**src/rtl/alu_op_sequencer_pkg.sv**
```systemverilog
// Shared opcode encodings, unit count and sequencer state type for the ALU
// operation sequencer and its enable decoder.
package alu_pkg;

    localparam logic [2:0] OP_AND    = 3'd0;
    localparam logic [2:0] OP_OR     = 3'd1;
    localparam logic [2:0] OP_XOR    = 3'd2;
    localparam logic [2:0] OP_NOT_A  = 3'd3;
    localparam logic [2:0] OP_ADD    = 3'd4;
    localparam logic [2:0] OP_SUB    = 3'd5;
    localparam logic [2:0] OP_PASS_A = 3'd6;
    localparam logic [2:0] OP_PASS_B = 3'd7;

    localparam int NUM_UNITS = 8;

    typedef enum logic [1:0] {
        IDLE  = 2'd0,
        DRIVE = 2'd1,
        DONE  = 2'd2
    } seq_state_t;

endpackage

```
**src/rtl/alu_op_sequencer_if.sv**
```systemverilog
// Request, unit-enable and response signals between the ALU front end, the
// sequencer and the bank of enable-gated functional units.
interface alu_op_sequencer_if
    import alu_pkg::*;
#(
    parameter int W = 4
);

    logic                   req_valid;
    logic                   req_ready;
    logic [2:0]             req_op;
    logic [W-1:0]           req_a;
    logic [W-1:0]           req_b;

    logic [NUM_UNITS-1:0]   unit_en;
    logic [W-1:0]           unit_a;
    logic [W-1:0]           unit_b;
    logic [NUM_UNITS*W-1:0] unit_result;

    logic                   rsp_valid;
    logic                   rsp_ready;
    logic [W-1:0]           rsp_data;
    logic                   rsp_zero;
    logic [2:0]             rsp_op;

    // Sequencer side
    modport master (
        input  req_valid, req_op, req_a, req_b, unit_result, rsp_ready,
        output req_ready, unit_en, unit_a, unit_b, rsp_valid, rsp_data, rsp_zero, rsp_op
    );

    // Front end plus unit bank side
    modport slave (
        output req_valid, req_op, req_a, req_b, unit_result, rsp_ready,
        input  req_ready, unit_en, unit_a, unit_b, rsp_valid, rsp_data, rsp_zero, rsp_op
    );

endinterface

```
**src/rtl/alu_op_decoder.sv**
```systemverilog
// Opcode to one-hot unit enable; i_en low forces all units off. Also intended
// for the microcode path, so it stays free of sequencer state.
module alu_op_decoder
    import alu_pkg::*;
(
    input  logic [2:0]           i_op,
    input  logic                 i_en,
    output logic [NUM_UNITS-1:0] o_onehot
);

    // One-hot decode gated by the enable
    always_comb begin
        o_onehot = 8'b0000_0000;
        if (i_en) begin
            case (i_op)
                OP_AND:    o_onehot = 8'b0000_0001;
                OP_OR:     o_onehot = 8'b0000_0010;
                OP_XOR:    o_onehot = 8'b0000_0100;
                OP_NOT_A:  o_onehot = 8'b0000_1000;
                OP_ADD:    o_onehot = 8'b0001_0000;
                OP_SUB:    o_onehot = 8'b0010_0000;
                OP_PASS_A: o_onehot = 8'b0100_0000;
                OP_PASS_B: o_onehot = 8'b1000_0000;
                default:   o_onehot = 8'b0000_0000;
            endcase
        end else begin
            o_onehot = 8'b0000_0000;
        end
    end

endmodule

```
**src/rtl/alu_op_sequencer.sv**
```systemverilog
// Accepts one ALU request, holds the matching unit enabled for SETTLE_CYCLES
// cycles, samples that unit's result and presents it until taken.
module alu_op_sequencer
    import alu_pkg::*;
#(
    parameter int W             = 4,
    parameter int SETTLE_CYCLES = 1
) (
    input  logic              clk,
    input  logic              reset,
    alu_op_sequencer_if.master bus
);

    localparam int CW = $clog2(SETTLE_CYCLES + 1);

    generate
        if (SETTLE_CYCLES < 1) begin : g_bad_settle
            $error("alu_op_sequencer: SETTLE_CYCLES must be at least 1");
        end
    endgenerate

    seq_state_t           r_state;
    seq_state_t           w_state_nxt;
    logic [CW-1:0]        r_cnt;
    logic [CW-1:0]        w_cnt_nxt;
    logic [2:0]           r_op_q;
    logic [2:0]           w_op_nxt;
    logic [W-1:0]         r_unit_a;
    logic [W-1:0]         r_unit_b;
    logic [W-1:0]         w_a_nxt;
    logic [W-1:0]         w_b_nxt;
    logic [NUM_UNITS-1:0] r_unit_en;
    logic [NUM_UNITS-1:0] w_unit_en_nxt;
    logic                 w_drive_nxt;
    logic                 w_accept;
    logic                 w_capture;
    logic [W-1:0]         w_sel_result;
    logic [W-1:0]         r_rsp_data;
    logic                 r_rsp_zero;
    logic [2:0]           r_rsp_op;

    assign w_accept     = bus.req_valid && bus.req_ready;
    // Only the enabled unit's slice is read, so X on idle units cannot leak.
    assign w_sel_result = bus.unit_result[r_op_q*W +: W];
    assign w_drive_nxt  = (w_state_nxt == DRIVE);

    // Next-state, operand latch and settle counter
    always_comb begin
        w_state_nxt = r_state;
        w_cnt_nxt   = r_cnt;
        w_op_nxt    = r_op_q;
        w_a_nxt     = r_unit_a;
        w_b_nxt     = r_unit_b;
        w_capture   = 1'b0;
        case (r_state)
            IDLE: begin
                if (w_accept) begin
                    w_state_nxt = DRIVE;
                    w_cnt_nxt   = CW'(SETTLE_CYCLES - 1);
                    w_op_nxt    = bus.req_op;
                    w_a_nxt     = bus.req_a;
                    w_b_nxt     = bus.req_b;
                end else begin
                    w_state_nxt = IDLE;
                end
            end
            DRIVE: begin
                if (r_cnt == {CW{1'b0}}) begin
                    w_capture   = 1'b1;
                    w_state_nxt = DONE;
                end else begin
                    w_cnt_nxt   = r_cnt - CW'(1);
                end
            end
            DONE: begin
                if (bus.rsp_ready) begin
                    w_state_nxt = IDLE;
                end else begin
                    w_state_nxt = DONE;
                end
            end
            default: begin
                w_state_nxt = IDLE;
            end
        endcase
    end

    // Enable is decoded from the next state so the registered copy lines up
    // exactly with the DRIVE cycles.
    alu_op_decoder u_decoder (
        .i_op     (w_op_nxt),
        .i_en     (w_drive_nxt),
        .o_onehot (w_unit_en_nxt)
    );

    // State register
    always_ff @(posedge clk) begin
        if (reset) begin
            r_state <= IDLE;
        end else begin
            r_state <= w_state_nxt;
        end
    end

    // Datapath registers: operands, enables and captured response
    always_ff @(posedge clk) begin
        if (reset) begin
            r_cnt      <= {CW{1'b0}};
            r_op_q     <= 3'd0;
            r_unit_a   <= {W{1'b0}};
            r_unit_b   <= {W{1'b0}};
            r_unit_en  <= 8'b0000_0000;
            r_rsp_data <= {W{1'b0}};
            r_rsp_zero <= 1'b1;
            r_rsp_op   <= 3'd0;
        end else begin
            r_cnt     <= w_cnt_nxt;
            r_op_q    <= w_op_nxt;
            r_unit_a  <= w_a_nxt;
            r_unit_b  <= w_b_nxt;
            r_unit_en <= w_unit_en_nxt;
            if (w_capture) begin
                r_rsp_data <= w_sel_result;
                r_rsp_zero <= (w_sel_result == {W{1'b0}});
                r_rsp_op   <= r_op_q;
            end
        end
    end

    assign bus.req_ready = (r_state == IDLE) && !reset;
    assign bus.rsp_valid = (r_state == DONE);
    assign bus.unit_en   = r_unit_en;
    assign bus.unit_a    = r_unit_a;
    assign bus.unit_b    = r_unit_b;
    assign bus.rsp_data  = r_rsp_data;
    assign bus.rsp_zero  = r_rsp_zero;
    assign bus.rsp_op    = r_rsp_op;

endmodule

```
**src/flat_wrapper.sv**
```systemverilog
// flat-port wrapper written by rule: the top's interface ports become plain ports
module alu_op_sequencer_flat import alu_pkg::*;
#(
    parameter int W             = 4,
    parameter int SETTLE_CYCLES = 1
)
  (clk, reset, bus_req_valid, bus_req_op, bus_req_a, bus_req_b, bus_unit_result, bus_rsp_ready, bus_req_ready, bus_unit_en, bus_unit_a, bus_unit_b, bus_rsp_valid, bus_rsp_data, bus_rsp_zero, bus_rsp_op);
  alu_op_sequencer_if #(.W(W)) bus_i ();
  input  logic clk;
  input  logic reset;
  input wire logic [$bits(bus_i.req_valid)-1:0] bus_req_valid;
  input wire logic [$bits(bus_i.req_op)-1:0] bus_req_op;
  input wire logic [$bits(bus_i.req_a)-1:0] bus_req_a;
  input wire logic [$bits(bus_i.req_b)-1:0] bus_req_b;
  input wire logic [$bits(bus_i.unit_result)-1:0] bus_unit_result;
  input wire logic [$bits(bus_i.rsp_ready)-1:0] bus_rsp_ready;
  output wire logic [$bits(bus_i.req_ready)-1:0] bus_req_ready;
  output wire logic [$bits(bus_i.unit_en)-1:0] bus_unit_en;
  output wire logic [$bits(bus_i.unit_a)-1:0] bus_unit_a;
  output wire logic [$bits(bus_i.unit_b)-1:0] bus_unit_b;
  output wire logic [$bits(bus_i.rsp_valid)-1:0] bus_rsp_valid;
  output wire logic [$bits(bus_i.rsp_data)-1:0] bus_rsp_data;
  output wire logic [$bits(bus_i.rsp_zero)-1:0] bus_rsp_zero;
  output wire logic [$bits(bus_i.rsp_op)-1:0] bus_rsp_op;
  assign bus_i.req_valid = bus_req_valid;
  assign bus_i.req_op = bus_req_op;
  assign bus_i.req_a = bus_req_a;
  assign bus_i.req_b = bus_req_b;
  assign bus_i.unit_result = bus_unit_result;
  assign bus_i.rsp_ready = bus_rsp_ready;
  assign bus_req_ready = bus_i.req_ready;
  assign bus_unit_en = bus_i.unit_en;
  assign bus_unit_a = bus_i.unit_a;
  assign bus_unit_b = bus_i.unit_b;
  assign bus_rsp_valid = bus_i.rsp_valid;
  assign bus_rsp_data = bus_i.rsp_data;
  assign bus_rsp_zero = bus_i.rsp_zero;
  assign bus_rsp_op = bus_i.rsp_op;
  alu_op_sequencer #(.W(W), .SETTLE_CYCLES(SETTLE_CYCLES)) u_core (.clk(clk), .reset(reset), .bus(bus_i));
endmodule
```
**config.mk**
```make
export PLATFORM = sky130hd
export DESIGN_NAME = alu_op_sequencer_flat
export DESIGN_NICKNAME = d
export VERILOG_FILES = /design/src/rtl/alu_op_sequencer_pkg.sv /design/src/rtl/alu_op_sequencer_if.sv /design/src/rtl/alu_op_decoder.sv /design/src/rtl/alu_op_sequencer.sv /design/src/flat_wrapper.sv
export SDC_FILE = /design/constraint.sdc
export NUM_CORES = 1
export LEC_CHECK = 0
export CORE_ASPECT_RATIO = 0.5
export CORE_MARGIN = 8
export CORE_UTILIZATION = 39
export CTS_BUF_LIST = sky130_fd_sc_hd__clkbuf_2
export CTS_CLUSTER_SIZE = 25
export DETAILED_ROUTE_END_ITERATION = 8
export DONT_BUFFER_PORTS = 1
export PLACE_DENSITY_LB_ADDON = 0.2
export SYNTH_ARGS = -nofsm -noshare
export SYNTH_HDL_FRONTEND = slang
export SYNTH_SLANG_ARGS = --single-unit
export TNS_END_PERCENT = 50
```
**constraint.sdc**
```tcl
create_clock -name clk -period 2.7 [get_ports clk]
set_clock_uncertainty 0.05 [all_clocks]
set_input_delay 0.405 -clock clk [delete_from_list [all_inputs] [get_ports clk]]
set_output_delay 0.405 -clock clk [all_outputs]
set_load 0.01 [all_outputs]
```
## Yosys cells after proc, flatten, opt, wreduce, memory -nomap -nowiden

Memories as Yosys holds them, arrays and structs flattened. A register that Yosys moved wholly into a read port is not among the register bits.
Index checks and enable logic that the tools add are counted.

- Register bits after elaboration: 22
- Logic and storage cells: 36
- Input port bits: 47
- Bits in read-only memories: 64
- Output and inout port bits: 26
- Memories: 1

Memories:

| memory | depth | bits a word | rd ports | clocked after memory_dff | wr ports | line | RTL |
|---|---|---|---|---|---|---|---|
| (no name shown) | 8 | 8 | 1 | 1 | 0 | alu_op_decoder.sv:15 | `case (i_op)` |

- Reduce and logical (&&, ||, !) cells: 9
- Muxes and demuxes: 11
- Equality and inequality tests: 4
- Shift-type cells: 1
- Add/subtract/negate cells: 1
- Bitwise operators: 1

Operators by type and width:

| operator | number |
|---|---|
| indexed part select 32 x 6 -> 4 bit | 1 |
| two-way mux 3 bit | 2 |
| one-hot mux 2 bit (3 select lines) | 1 |
| two-way mux 1 bit | 5 |
| equality test 2 x 1 -> 1 bit (second input constant) | 2 |
| zero test 4 bit | 1 |
| two-way mux 2 bit | 2 |
| AND reduction 2 bit | 2 |
| equality test 2 bit (second input constant) | 1 |
| logical AND 1 bit | 2 |
| zero test 2 bit | 1 |
| != test 2 x 1 -> 1 bit (second input constant) | 1 |
| one-hot mux 1 bit (2 select lines) | 1 |
| nonzero test 2 bit | 1 |
| OR reduction 2 bit | 1 |
| zero test 1 bit | 1 |
| NOT 1 bit | 1 |
| subtractor 1 bit (second input constant) | 1 |

## Longest topological paths before layout

Gate-level depths: netlist (run 1).

- Depth after elaboration: 8
- Depth in mapped cells: 6
- Mapped depth without buffers: 5

## Hierarchy

A second synthesis (run 1) with hierarchy kept.

- Cell total of the unflattened synthesis: 126
- Area, all modules: 1333.8 µm²

Modules (own cells, without submodules):

| module | cells each | area each (µm²) | sequential area each (µm²) | instances |
|---|---|---|---|---|
| alu_op_sequencer | 118 | 1238.7 | 580.6 | 1 |
| alu_op_decoder | 8 | 95.1 | 0.0 | 1 |

## Worst setup path after synthesis (run 1)

OpenSTA, ideal clock, no wires.

- Path kind: in2reg
- Start point: input port reset
- End point: register u_core.r_unit_a[0], in the netlist u_core.bus.unit_a[0]
- Setup time: 0.132 ns
- Buffers on the path: 1
- Setup slack: 1.218 ns
- Arrival: 1.300 ns
- Required time: 2.518 ns
- Stages: 5
- Cells stage by stage: nor3_1 > nand2_1 > clkbuf_1 > nand2_1 > a21oi_1

- Longest elaborated chain between the ends: 4

RTL lines:

| item | line | RTL |
|---|---|---|
| start: declaration | flat_wrapper.sv:10 | `input logic reset;` |
| zero test 1 bit | alu_op_sequencer.sv:130 | `assign bus.req_ready = (r_state == IDLE) && !reset;` |
| logical AND 1 bit | alu_op_sequencer.sv:130 |  |
| logical AND 1 bit | alu_op_sequencer.sv:42 | `assign w_accept = bus.req_valid && bus.req_ready;` |
| AND reduction 2 bit (no source line) | n/a |  |
| end signal: assignment | alu_op_sequencer.sv:110 | `r_unit_a <= {W{1'b0}};` |
| end signal: assignment | alu_op_sequencer.sv:119 | `r_unit_a <= w_a_nxt;` |
| end: declaration | alu_op_sequencer.sv:28 | `logic [W-1:0] r_unit_a;` |

Several ways; a longest one is shown, not always the timed one.
A chain may end at the register's enable or synchronous reset.

## Final worst setup path (run 1)

- Start point: register u_core.r_op_q[0]
- End point: register u_core.r_rsp_zero, in the netlist u_core.bus.rsp_zero

- Longest elaborated chain between the ends: 2

RTL lines:

| item | line | RTL |
|---|---|---|
| start: declaration | alu_op_sequencer.sv:26 | `logic [2:0] r_op_q;` |
| start signal: assignment | alu_op_sequencer.sv:118 | `r_op_q <= w_op_nxt;` |
| indexed part select 32 x 6 -> 4 bit | alu_op_sequencer.sv:44 | `assign w_sel_result = bus.unit_result[r_op_q*W +: W];` |
| zero test 4 bit | alu_op_sequencer.sv:124 | `r_rsp_zero <= (w_sel_result == {W{1'b0}});` |
| end signal: assignment | alu_op_sequencer.sv:124 |  |
| end: declaration | alu_op_sequencer.sv:39 | `logic r_rsp_zero;` |

No other way between the ends.

==> impl_metrics.csv, run 1 <==
group,metric,value,unit
route,wl,3.01,mm
placed_design,dp_slack,0.910,ns
route,wire_per_inst,18.5,um
synthesis,synth_cell_types,19,
route,first_pass_iters,4,
clocking,post_cts_buffers,0,
clocking,clk_pin_slew_worst_paths,0.16,ns
clocking,clock_sinks,29,
power_and_ir_drop,switchingPower,206,uW
setup_path,worstSetupPathType,"reg -> reg",
synthesis,synth-seq-area-share,48.9,%
floorplanning,rows,14,
global_route,track_usage,11.9,%
floorplanning,fp.dieH,55.0,um
finish,n_antenna_cell,0,
power_and_ir_drop,p_leak,0.000420,uW
finish,finish.utilization,42.7,%
power_and_ir_drop,ir_drop,0.269,mV
timing,worst_pin_slew,0.699,ns
timing,fin_tns_setup,0,ns
route,vias_per_cell,5.22,
power_and_ir_drop,intPower,632,uW
clocking,cts_root_buf,"clkbuf_2",
clocking,htree_levels,2,
route,drtAntennaViolNets,0,
clocking,ctsResizeCount,0,
route,drcViolationCount,0,
timing,slew_viol_final,0,
power_and_ir_drop,swShare,24.6,%
synthesis,synth_top_cell_area_share,48.9,%
min_path,hold_path_class,"in -> reg",
timing,max-slew-margin-rel,53.3,%
route,dr.first_iter.drc_count,32,
setup_path,worstPathRequired,2.94,ns
finish,layout-drive-gt1-share,13.8,%
synthesis,syn_area_per_cell,9.65,um2
synthesis,yosysTopAreaCell,"dfxtp_1",
finish,fillCellCount,308,
flow_run,max_cap_viol_count,0,
finish,num-nets-final,170,
timing,finalSetupViolations,0,
floorplanning,die_w,94.0,um
finish,final_area,1260,um2
finish,layout_commonest_cell,"nand2_1",
synthesis,synth_area,1190,um2
global_route,grt_antenna_before_repair,0,
synthesis,ys_ff_latch,29,
floorplanning,initial_core_util,40.1,%
global_route,grt_start_max_net_pins,22,
power_and_ir_drop,pwr-share-clk,35.9,%
timing,period_share,66.0,%
setup_path,cp.arrival,2.02,ns
floorplanning,dieArea,5170,um2
timing,finalCriticalPeriod,1.78,ns
finish,area_growth,6.43,%
timing,rsz0062_at_grt,"false",
run_status,status,"finished clean",
global_route,grt_pass1_wl,4.50,mm
power_and_ir_drop,power_density,664,nW/um2
placed_design,io_buffer_count,0,
setup_path,cp_max_fo,10,
clocking,cts_tree,"built",
placed_design,placed_area,1200,um2
floorplanning,core,2960,um2
setup_path,setup.worst_path.end_class,"flop",
floorplanning,io_pins,73,
timing,fmaxAchievable,562,MHz
power_and_ir_drop,seq_power_share,56.0,%
placed_design,gp_congestion,0.679,
clocking,insertion_delay,0.33,ns
timing,finalHoldViolCount,0,
power_and_ir_drop,combPwrFrac,8.1,%
synthesis,syn_nets,170,
synthesis,ys_warn_count,0,
timing,hold_slack,0.0646,ns
placed_design,dpl.hpwl,2.35,mm
finish,layout_common_cells,"nand2_1 (31), dfxtp_1 (29), a21oi_1 (16)",
timing,finalWorstSetupSlack,0.919,ns
clocking,cts_buffer_depth,2,
clocking,postCtsHoldBufs,0,
route,num_vias,851,
global_route,gr-total-overflow,0,
setup_path,startpoint_type,"flop",
global_route,grt_pass1_vias,879,
clocking,tritoncts.num_buffers,5,
synthesis,ys_top_cells_by_area,"dfxtp_1 (49%), mux4_2 (13%), nand2_1 (9.8%)",
synthesis,synthCells,123,
## synthesized netlist by cell type
cell	instances
nand3_1	2
mux4_2	7
nor4_1	1
nand2b_1	5
nor2b_1	2
a311oi_1	1
buf_6	1
nor3_1	5
clkbuf_1	4
inv_2	1
mux4_1	1
nand2_1	31
o21ai_2	1
a21oi_1	16
buf_2	3
a211oi_1	3
nor2_1	7
mux2i_1	3
dfxtp_1	29
## area by class of cell
| type | count | area, um2 | area share, % |
|---|---|---|---|
| inverter | 1 | 3.75 | 0.297 |
| tap | 40 | 50.0 | 3.96 |
| clock inverter | 2 | 35.0 | 2.77 |
| timing repair buffer | 1 | 7.51 | 0.594 |
| sequential | 29 | 581 | 45.9 |
| clock buffer | 5 | 25.0 | 1.98 |
| multi-input combinational | 85 | 562 | 44.5 |
## worst max-delay path: stages, from the launching register on
cell,delay (ns)
dfxtp_1,0.68
mux4_2,0.56
mux2i_1,0.21
nand3_1,0.12
o21ai_2,0.11
## cells by family (layout without fill, tap and decap cells)
family	Yosys count	in the layout	share of synthesized area (%)
simple gates	53	53	19.2
flops	29	29	48.9
compound gates	21	21	10.1
mux	11	11	18.0
buf+inv	9	9	3.79
## sequential cells by signal, indices dropped and copies added, names as in the netlist
name                 flops
u_core.r_op_q            3
u_core.bus.rsp_zero      1
u_core.bus.rsp_op        3
u_core.bus.rsp_data      4
u_core.r_state           2
u_core.bus.unit_en       8
u_core.bus.unit_a        4
u_core.bus.unit_b        4
## routing by layer
| metal | global-route usage [%] | vias up | share of wire [%] |
|---|---|---|---|
| li1 | - | 426 | - |
| met1 | 12.4 | 390 | 39 |
| met2 | 19.9 | 30 | 50 |
| met3 | 6.73 | 5 | 9.6 |
| met4 | 5.45 | 0 | 1.6 |
| met5 | 0 | - | 0 |
## metrics by stage
stage	total power, uW	cells
final	839	163
after global routing	881	163
after CTS	851	163
after detailed placement	549	156
after global placement	548	156
after floorplan	541	123
## power groups by stage
stage          logic [uW]  clock network, uW  registers [uW]
3_3_place_gp         67.9                  0             480
4_1_cts              69.1                311             471
2_1_floorplan        71.4                  0             470
5_1_grt              78.2                328             474
3_5_place_dp         69.0                  0             480
6_report             68.1                301             470
## path summary, 6_finish.rpt
kind	cells after the start	slack, ns	from	to
worst max register to register	4	0.92	u_core.r_op_q[0]	u_core.bus.rsp_zero
worst min register to register	2	0.46	u_core.bus.unit_a[3]	u_core.bus.unit_a[3]
worst max-delay path	4	0.92	u_core.r_op_q[0]	u_core.bus.rsp_zero
worst min-delay path	1	0.06	reset	u_core.bus.rsp_data[0]
No activity file was read; power rests on OpenSTA's default activity.
==> run 2, diff against run 1 <==
--- a/config.mk
+++ b/config.mk
@@ -5,6 +5,7 @@
 export SDC_FILE = /design/constraint.sdc
 export NUM_CORES = 1
 export LEC_CHECK = 0
+export ABC_AREA = 1
 export CORE_ASPECT_RATIO = 0.5
 export CORE_MARGIN = 8
 export CORE_UTILIZATION = 39
==> constraint.sdc (replaced) <==
create_clock -name clk -period 1.45 [get_ports clk]
set_clock_uncertainty 0.05 [all_clocks]
set_input_delay 0.2175 -clock clk [delete_from_list [all_inputs] [get_ports clk]]
set_output_delay 0.2175 -clock clk [all_outputs]
set_load 0.01 [all_outputs]
==> run 2 against run 1 <==
Via count rose by 47%. Clock-buffer cell count increased by 1. Die area up 11%. First-iteration DRC count decreased by 53%. Utilization grew 3.8 points. Sequential share of layout area is 9.2 points lower. Wire length grew 22%. Combinational power increased to 4.1 times the previous value. Critical path type is now reg -> out.
==> impl_metrics.csv, run 2 <==
group,metric,value,unit
finish,final_area,1580,um2
floorplanning,initial_core_util,40.2,%
timing,rsz0062_at_grt,"false",
timing,finalHoldViolCount,0,
placed_design,dp_slack,0.140,ns
setup_path,cp-endpoint,"bus_req_ready",
power_and_ir_drop,ir_drop,0.558,mV
setup_path,worst-r2r-setup-slack,0.12,ns
finish,num-nets-final,268,
setup_path,cp.arrival,1.08,ns
setup_path,reg2reg_to,"u_core.bus.unit_en[0]",
floorplanning,die_w,99.7,um
synthesis,syn_area_per_cell,6.69,um2
timing,finalWorstSetupSlack,0.101,ns
power_and_ir_drop,p_leak,0.000771,uW
setup_path,setup.worst_path.end_class,"primary output",
clocking,insertion_delay,0.33,ns
synthesis,synth_edf_count,0,
finish,layout_commonest_cell,"nand2_1",
global_route,grt.met3_usage,6.32,%
timing,slew_viol_final,0,
timing,hold_slack,0.0826,ns
min_path,hold_path_class,"in -> reg",
finish,area_growth,15.7,%
finish,largest_reg_flops,8,
floorplanning,rows,15,
global_route,busiest_layer,"met2",
global_route,grt_start_max_net_pins,19,
timing,fmaxAchievable,741,MHz
synthesis,synth_top_cell_area_share,42.5,%
finish,layout-drive-gt1-share,9.91,%
synthesis,synthCells,204,
setup_path,cp_max_fo,2,
timing,finalSetupViolations,0,
placed_design,dpl.hpwl,2.74,mm
placed_design,gp_congestion,0.722,
finish,layout_common_cells,"nand2_1 (75), dfxtp_1 (29), inv_1 (25)",
floorplanning,dieArea,5760,um2
timing,period_share,93.1,%
synthesis,ys_top_cells_by_area,"dfxtp_1 (43%), nand2_1 (21%), inv_1 (6.9%)",
synthesis,yosysMostFrequentCell,"nand2_1",
clocking,clock_sinks,29,
clocking,clk_pin_slew_worst_paths,0.14,ns
synthesis,ys_ff_latch,29,
timing,fin_tns_setup,0,ns
synthesis,syn_nets,251,
floorplanning,io_pins,73,
global_route,met1_usage,11.3,%
setup_path,worstSetupPathType,"reg -> out",
synthesis,ys_warn_count,0,
global_route,grt_antenna_before_repair,0,
run_status,status,"finished clean",
synthesis,synth_flop_cell,"dfxtp_1",
synthesis,synth_area,1370,um2
route,first_pass_iters,4,
synthesis,yosysTopAreaCell,"dfxtp_1",
clocking,htree_levels,2,
setup_path,startpoint_type,"flop",
global_route,grt_util_met2,23.7,%
route,drcViolationCount,0,
synthesis,synth_cell_types,19,
route,drtAntennaViolNets,0,
placed_design,io_buffer_count,0,
floorplanning,core,3400,um2
route,vias_per_cell,4.57,
route,num_vias,1247,
clocking,cts_buffer_depth,2,
power_and_ir_drop,power_density,979,nW/um2
synthesis,ys_top_cells_by_count,"nand2_1 (75), dfxtp_1 (29), inv_1 (25)",
synthesis,synth-seq-area-share,42.5,%
global_route,grt_pass1_vias,1296,
setup_path,worstPathRequired,1.18,ns
route,wire_per_inst,13.5,um
clocking,tritoncts.num_buffers,5,
global_route,track_usage,12.5,%
timing,max-slew-margin-rel,62.9,%
synthesis,postSynth.asyncResetShare,0,%
setup_path,crit_start,"u_core.r_state[1]",
setup_path,reg2reg_from,"u_core.r_state[1]",
setup_path,worstRegToRegCells,6,
route,wl,3.67,mm
placed_design,placed_area,1410,um2
power_and_ir_drop,power,1550,uW
route,dr.first_iter.drc_count,15,
global_route,grt_pass1_wl,5.72,mm
flow_run,max_cap_viol_count,0,
floorplanning,fp.dieH,57.8,um
clocking,cts_tree,"built",
timing,worst_pin_slew,0.555,ns
clocking,cts_root_buf,"clkbuf_2",
timing,finalCriticalPeriod,1.35,ns
global_route,gr-total-overflow,0,
finish,n_antenna_cell,0,
-- run 2: timing repair --
action | 4_1_cts | 5_1_grt
resized for setup | 0 | 0
buffers inserted | 0 | 0
endpoints found under the hold margin | 14 | 0
hold buffers | 13 | 0
-- run 2: worst min path at each step --
stage	start	to	slack (ns)	depth (start not counted)
4_1_cts	bus_req_op[2]	u_core.bus.unit_en[6]	0.05	2
2_1_floorplan	bus_req_a[3]	u_core.bus.unit_a[3]	0.31	2
6_report	bus_req_op[2]	u_core.bus.unit_en[6]	0.08	2
3_5_place_dp	reset	u_core.bus.unit_b[0]	0.24	1
5_1_grt	bus_req_op[2]	u_core.bus.unit_en[5]	0.07	2
3_3_place_gp	reset	u_core.bus.unit_a[1]	0.24	1
-- run 2: worst max-delay path, cell delays in order (launching register included) --
cell and delay [ns]:
dfxtp_1 0.36, nor3_4 0.23, buf_4 0.16
-- run 2: layout make-up --
| cell class | instances | area, um2 |
|---|---|---|
| multi-input combinational | 138 | 614 |
| inverter | 28 | 105 |
| fill | 375 | 1820 |
| sequential | 29 | 581 |
| clock buffer | 6 | 30.0 |
| tap | 51 | 63.8 |
| clock inverter | 2 | 10.0 |
| timing repair buffer | 19 | 175 |
-- run 2: per-layer routing --
layer / wire length [um] / vias to the layer above
met5: 0 / -
li1: - / 657
met4: 40 / 0
met3: 346 / 5
met1: 1410 / 545
met2: 1870 / 40
-- run 2: through the flow --
stage,utilization (%),cells
detailed placement,41.5,252
global placement,41.5,252
CTS,46.5,273
floorplan,-,204
global route,46.5,273
finish,46.5,273
-- run 2: cells by family after synthesis --
kind of cell	synth area share (%)
compound gates	9.72
buf+inv	12.5
flops	42.5
simple gates	35.3
-- run 2: power breakdown --
group	leakage [uW]	internal, uW	switching [uW]
Sequential	0.000237	840	45.6
Combinational	0.000501	112	164
Clock	0.0000327	121	263
Total	0.000771	1070	473
